--- config.mk ---
export PLATFORM = sky130hd
export DESIGN_NAME = id_ex_stage_reg
export DESIGN_NICKNAME = d
export VERILOG_FILES = /design/src/rtl/id_ex_stage_reg.sv
export SDC_FILE = /design/constraint.sdc
export NUM_CORES = 1
export LEC_CHECK = 0
export CORE_MARGIN = 1.5
export CORE_UTILIZATION = 37
export DETAILED_ROUTE_END_ITERATION = 10
export PLACE_DENSITY = 0.81
export SLEW_MARGIN = 20
export SYNTH_ARGS = -nofsm -noshare
export SYNTH_HDL_FRONTEND = slang
export SYNTH_SLANG_ARGS = --single-unit
--- constraint.sdc ---
create_clock -name clk -period 6.2 [get_ports clk]
set_clock_uncertainty 0.2 [all_clocks]
set_input_delay 1.86 -clock clk [delete_from_list [all_inputs] [get_ports clk]]
set_output_delay 1.86 -clock clk [all_outputs]
set_load 0.02 [all_outputs]
--- src/rtl/id_ex_stage_reg.sv ---
// ID/EX pipeline register for the 5-stage MIPS32 core.
// Latches decode results for EX, detects load-use hazards (stalling PC and
// IF/ID while a bubble enters EX), honours branch flush and a global hold,
// and counts injected bubbles with a saturating counter.
module id_ex_stage_reg #(
  parameter int DW   = 32,
  parameter int RW   = 5,
  parameter int CNTW = 16
) (
  input  logic            clk,
  input  logic            reset,
  input  logic            hold,
  input  logic            flush,
  input  logic [DW-1:0]   DR1,
  input  logic [DW-1:0]   DR2,
  input  logic [DW-1:0]   salida_SE,
  input  logic [DW-1:0]   pc4_id,
  input  logic [RW-1:0]   rs_id,
  input  logic [RW-1:0]   rt_id,
  input  logic [RW-1:0]   rd_id,
  input  logic [9:0]      ctrl_id,
  output logic [DW-1:0]   DR1_ex,
  output logic [DW-1:0]   DR2_ex,
  output logic [DW-1:0]   SE_ex,
  output logic [DW-1:0]   pc4_ex,
  output logic [RW-1:0]   rs_ex,
  output logic [RW-1:0]   rt_ex,
  output logic [RW-1:0]   rd_ex,
  output logic [9:0]      ctrl_ex,
  output logic            stall,
  output logic [CNTW-1:0] bubble_cnt
);

  // Control word layout: {RegWrite, MemRead, MemWrite, MemToReg, RegDst,
  // ALUSrc, Branch, ALUOp[2:0]}; only MemRead matters to this block.
  localparam int MemReadBit = 8;

  logic [DW-1:0]   dr1_q, dr1_d;
  logic [DW-1:0]   dr2_q, dr2_d;
  logic [DW-1:0]   se_q, se_d;
  logic [DW-1:0]   pc4_q, pc4_d;
  logic [RW-1:0]   rs_q, rs_d;
  logic [RW-1:0]   rt_q, rt_d;
  logic [RW-1:0]   rd_q, rd_d;
  logic [9:0]      ctrl_q, ctrl_d;
  logic [CNTW-1:0] bubble_cnt_q, bubble_cnt_d;

  logic haz;
  logic insert_bubble;

  // Load-use detection: the load in EX writes rt, which the ID instruction
  // reads; register $0 is hardwired to zero and never creates a dependency.
  always_comb begin
    haz = ctrl_q[MemReadBit] && (rt_q != '0) &&
          ((rt_q == rs_id) || (rt_q == rt_id));
    // A flush already squashes the ID instruction, so stalling it is pointless.
    stall = haz && !flush && !reset;
    insert_bubble = flush || haz;
  end

  // Next-state selection: hold freezes everything, a bubble zeroes all
  // fields (all-zero control is a NOP), otherwise load from decode.
  always_comb begin
    dr1_d        = dr1_q;
    dr2_d        = dr2_q;
    se_d         = se_q;
    pc4_d        = pc4_q;
    rs_d         = rs_q;
    rt_d         = rt_q;
    rd_d         = rd_q;
    ctrl_d       = ctrl_q;
    bubble_cnt_d = bubble_cnt_q;
    if (!hold) begin
      if (insert_bubble) begin
        dr1_d  = '0;
        dr2_d  = '0;
        se_d   = '0;
        pc4_d  = '0;
        rs_d   = '0;
        rt_d   = '0;
        rd_d   = '0;
        ctrl_d = '0;
        if (bubble_cnt_q != {CNTW{1'b1}}) begin
          bubble_cnt_d = bubble_cnt_q + {{(CNTW-1){1'b0}}, 1'b1};
        end
      end else begin
        dr1_d  = DR1;
        dr2_d  = DR2;
        se_d   = salida_SE;
        pc4_d  = pc4_id;
        rs_d   = rs_id;
        rt_d   = rt_id;
        rd_d   = rd_id;
        ctrl_d = ctrl_id;
      end
    end
  end

  // Pipeline register state with asynchronous clear.
  always_ff @(posedge clk or posedge reset) begin
    if (reset) begin
      dr1_q        <= '0;
      dr2_q        <= '0;
      se_q         <= '0;
      pc4_q        <= '0;
      rs_q         <= '0;
      rt_q         <= '0;
      rd_q         <= '0;
      ctrl_q       <= '0;
      bubble_cnt_q <= '0;
    end else begin
      dr1_q        <= dr1_d;
      dr2_q        <= dr2_d;
      se_q         <= se_d;
      pc4_q        <= pc4_d;
      rs_q         <= rs_d;
      rt_q         <= rt_d;
      rd_q         <= rd_d;
      ctrl_q       <= ctrl_d;
      bubble_cnt_q <= bubble_cnt_d;
    end
  end

  assign DR1_ex     = dr1_q;
  assign DR2_ex     = dr2_q;
  assign SE_ex      = se_q;
  assign pc4_ex     = pc4_q;
  assign rs_ex      = rs_q;
  assign rt_ex      = rt_q;
  assign rd_ex      = rd_q;
  assign ctrl_ex    = ctrl_q;
  assign bubble_cnt = bubble_cnt_q;

endmodule

==> flow_metrics.py <==
metrics = {
    "setup_path": {
        "critPathCaptureType": "output pin",
        "worstPathRequired_ps": 4140,
        "crit_chain": "clkdlybuf4s50_1, xnor2_1, nand3_1, o22ai_1, nand2_1, nor3_1, clkdlybuf4s50_1",
        "regToRegSetupSlack_ps": 3630,
        "crit_slowest_cell": "clkdlybuf4s50_1",
        "crit_family": "buffers and inverters",
        "crit_buf_inv": 2,
        "critical_path.max_stage_delay_ps": 630,
        "crit_fanout": 2,
        "cp.arrival_ps": 3750,
        "critPathLaunchType": "input pin",
        "criticalPathCategory": "input pin to output pin",
        "crit_top_cell": "clkdlybuf4s50_1",
    },
    "logic_synthesis": {
        "syn_avg_cell_area_um2": 9.10,
        "syn_area_um2": 6920,
        "yosysSeqAreaShare": 0.611,
        "synth_cell_type_count": 28,
        "synthArstFlopShare": 1.00,
        "synth-seq-cells": 169,
        "synth_edf_count": 0,
        "synthCells": 760,
        "syn-num-nets": 918,
        "synth_warnings": 0,
        "ys.flop_type": "dfrtp_1",
    },
    "timing": {
        "final.setup.tns_ps": 0,
        "fin_crit_sh": 0.938,
        "timing.hold.ws_ps": 285,
        "period_needed_ps": 5810,
        "fmax_ghz": 0.172,
        "worst_pin_slew_ps": 1050,
        "drv_slew": 0,
        "hold_viol_final": 0,
        "slew_headroom": 0.298,
        "rsz0062_at_grt": "no",
        "finalSetupViolations": 0,
    },
    "power_and_ir_drop": {
        "p_seq_frac": 0.433,
        "clkPwrFrac": 0.344,
        "p_sw_frac": 0.296,
        "leakagePower_nw": 4.65,
        "irDropWorstVdd_mv": 0.175,
        "internal-power_mw": 2.09,
        "switchingPower_mw": 0.878,
        "p_per_area_nw_per_um2": 273,
        "combPwrFrac": 0.224,
    },
    "place": {
        "hpwl_um": 13900,
        "place_congestion": 0.798,
        "io_buffer_count": 326,
    },
    "global_routing": {
        "grt_remaining_overflow": 0,
        "grt_pass1_wl_um": 32500,
        "grt.total_usage": 0.210,
        "grt_pass1_vias": 6199,
        "grt_start_max_net_pins": 170,
        "antenna_found_initial": 0,
    },
    "clocking": {
        "cts_resized": 0,
        "clock_path_buffers": 2,
        "cts_setup_buffers": 0,
        "cts_tree": "yes",
        "cts.sinks": 169,
        "h-tree-depth": 4,
        "cts_buffers": 17,
        "cts_hold_buffers": 0,
        "cts_root_buffer": "clkbuf_16",
        "worstSkewPairLatency_ps": 420,
        "clk_pin_slew_ps": 60,
    },
    "detailed_routing": {
        "drc_errors": 24,
        "detail_route.vias_per_cell": 4.83,
        "post_drt_wl_per_cell_um": 15.6,
        "ant_nets": 0,
        "vias": 6280,
        "first_iter_violations": 334,
        "firstDrtPassIters": 7,
        "wl_um": 20300,
    },
    "cells_and_area": {
        "nets": 1216,
        "seqCellArea_um2": 4230,
        "antenna_cells": 0,
        "fill_cells": 1568,
        "drive_above_1_share": 0.0364,
        "syn_to_final_growth_pct": 57.4,
        "multi_input_area_um2": 2460,
    },
    "floorplan": {
        "rows": 49,
        "chipHeight_um": 140,
        "ios": 327,
        "die-area_um2": 19500,
        "initial_utilization": 0.381,
        "core_um2": 18100,
        "fp.dieW_um": 140,
    },
    "flow_run": {
        "cap_violations": 0,
    },
    "outcome": {
        "violations": "DRC",
        "status": "complete, but fails checks",
    },
    "hold_path": {
        "hold_class": "flop to flop",
    },
}
==> layout by cell type, fill, tap and decap left out, types with 3 or more instances in the layout <==
| cell type | n |
|---|---|
| clkdlybuf4s50_1 | 325 |
| nand2_1 | 317 |
| dfrtp_1 | 169 |
| o21ai_1 | 150 |
| clkbuf_16 | 17 |
| xnor2_1 | 12 |
| xor2_1 | 11 |
| nand3_1 | 7 |
| clkinvlp_4 | 7 |
| nor4_1 | 6 |
| nor3_1 | 5 |
| nand4_1 | 4 |
| inv_6 | 4 |
| nor4b_1 | 3 |
| o21ai_0 | 3 |
| buf_12 | 3 |
| buf_4 | 3 |
==> layout make-up <==
| type | instances | share of cell area |
|---|---|---|
| flip-flops and latches | 169 | 0.389 |
| repair buffers | 332 | 0.308 |
| multi-input cells | 536 | 0.226 |
| clock buffers | 19 | 0.0398 |
| well taps | 229 | 0.0263 |
| clock inverters | 12 | 0.0109 |
| inverters | 2 | 0.00103 |
==> power by group through the flow <==
stage / clock network (mW) / logic [mW] / registers [mW]
2_1_floorplan: 0 / 0.175 / 1.42
3_3_place_gp: 0 / 0.661 / 1.29
3_5_place_dp: 0 / 0.669 / 1.30
4_1_cts: 1.05 / 0.671 / 1.28
5_1_grt: 1.09 / 0.714 / 1.30
6_report: 1.02 / 0.663 / 1.28
==> stage by stage <==
stage,power (mW),area (µm²),util,setup WS (ps),std cells
floorplan,1.59,6920,-,1250,760
global placement,1.95,10300,0.569,416,1268
detailed placement,1.97,10300,0.569,394,1268
CTS,3.00,10900,0.600,389,1299
global route,3.10,10900,0.600,296,1299
finish,2.97,10900,0.600,387,1299
==> worst reg2reg max path, cell delays in order (launching register included) <==
cell and delay (ps):
dfrtp_1 460, or4_1 540, o21a_1 240, a21oi_4 210
buf_12 310, nor3_1 200, mux2_2 310
==> sequential cells by signal, indices dropped and copies added, names as in the netlist <==
signal      flops
rs_ex           5
rt_ex           5
DR2_ex         32
rd_ex           5
pc4_ex         32
ctrl_ex        10
bubble_cnt     16
DR1_ex         32
SE_ex          32
==> path summary, 6_finish.rpt <==
kind,from,end,cells after the start
min reg2reg,DR1_ex[30]$_DFFE_PP0N_,DR1_ex[30]$_DFFE_PP0N_,2
min,DR1_ex[30]$_DFFE_PP0N_,DR1_ex[30]$_DFFE_PP0N_,2
max in group asynchronous,reset,rt_ex[2]$_DFFE_PP0N_,3
min in group asynchronous,reset,bubble_cnt[8]$_DFFE_PP0P_,3
max,rt_id[4],stall,7
max reg2reg,rt_ex[1]$_DFFE_PP0N_,bubble_cnt[1]$_DFFE_PP0P_,6
==> cell usage after synthesis (all sizes together) (3+ instances only) <==
library cell / instances / area (µm²)
clkbuf: 35 / 131
xnor2: 12 / 105
o21ai: 153 / 766
buf: 18 / 92.6
mux2: 3 / 33.8
xor2: 11 / 96.3
nand4: 4 / 25.0
nor4b: 3 / 26.3
nand3: 7 / 35.0
nor3: 5 / 25.0
dfrtp: 169 / 4230
nand2: 317 / 1190
nor4: 6 / 37.5
==> logic make-up after synthesis <==
kind of cell / after synthesis / synth area share
xor gates and xnor gates: 23 / 0.0291
adders and majority gates: 1 / 0.00181
DFF: 169 / 0.611
muxes: 3 / 0.00488
and+or+nand+nor: 353 / 0.204
buffers and inverters: 55 / 0.0335
AOI/OAI and AO/OA: 156 / 0.115
==> per-layer routing <==
layer	vias up	global-route usage	part of all wire
met1	2925	0.254	0.41
met2	261	0.338	0.47
met4	0	0.0848	0.027
met3	32	0.0781	0.099
met5	-	0	0
li1	3062	-	-
Note: power is estimated with default switching activity, not from simulation.
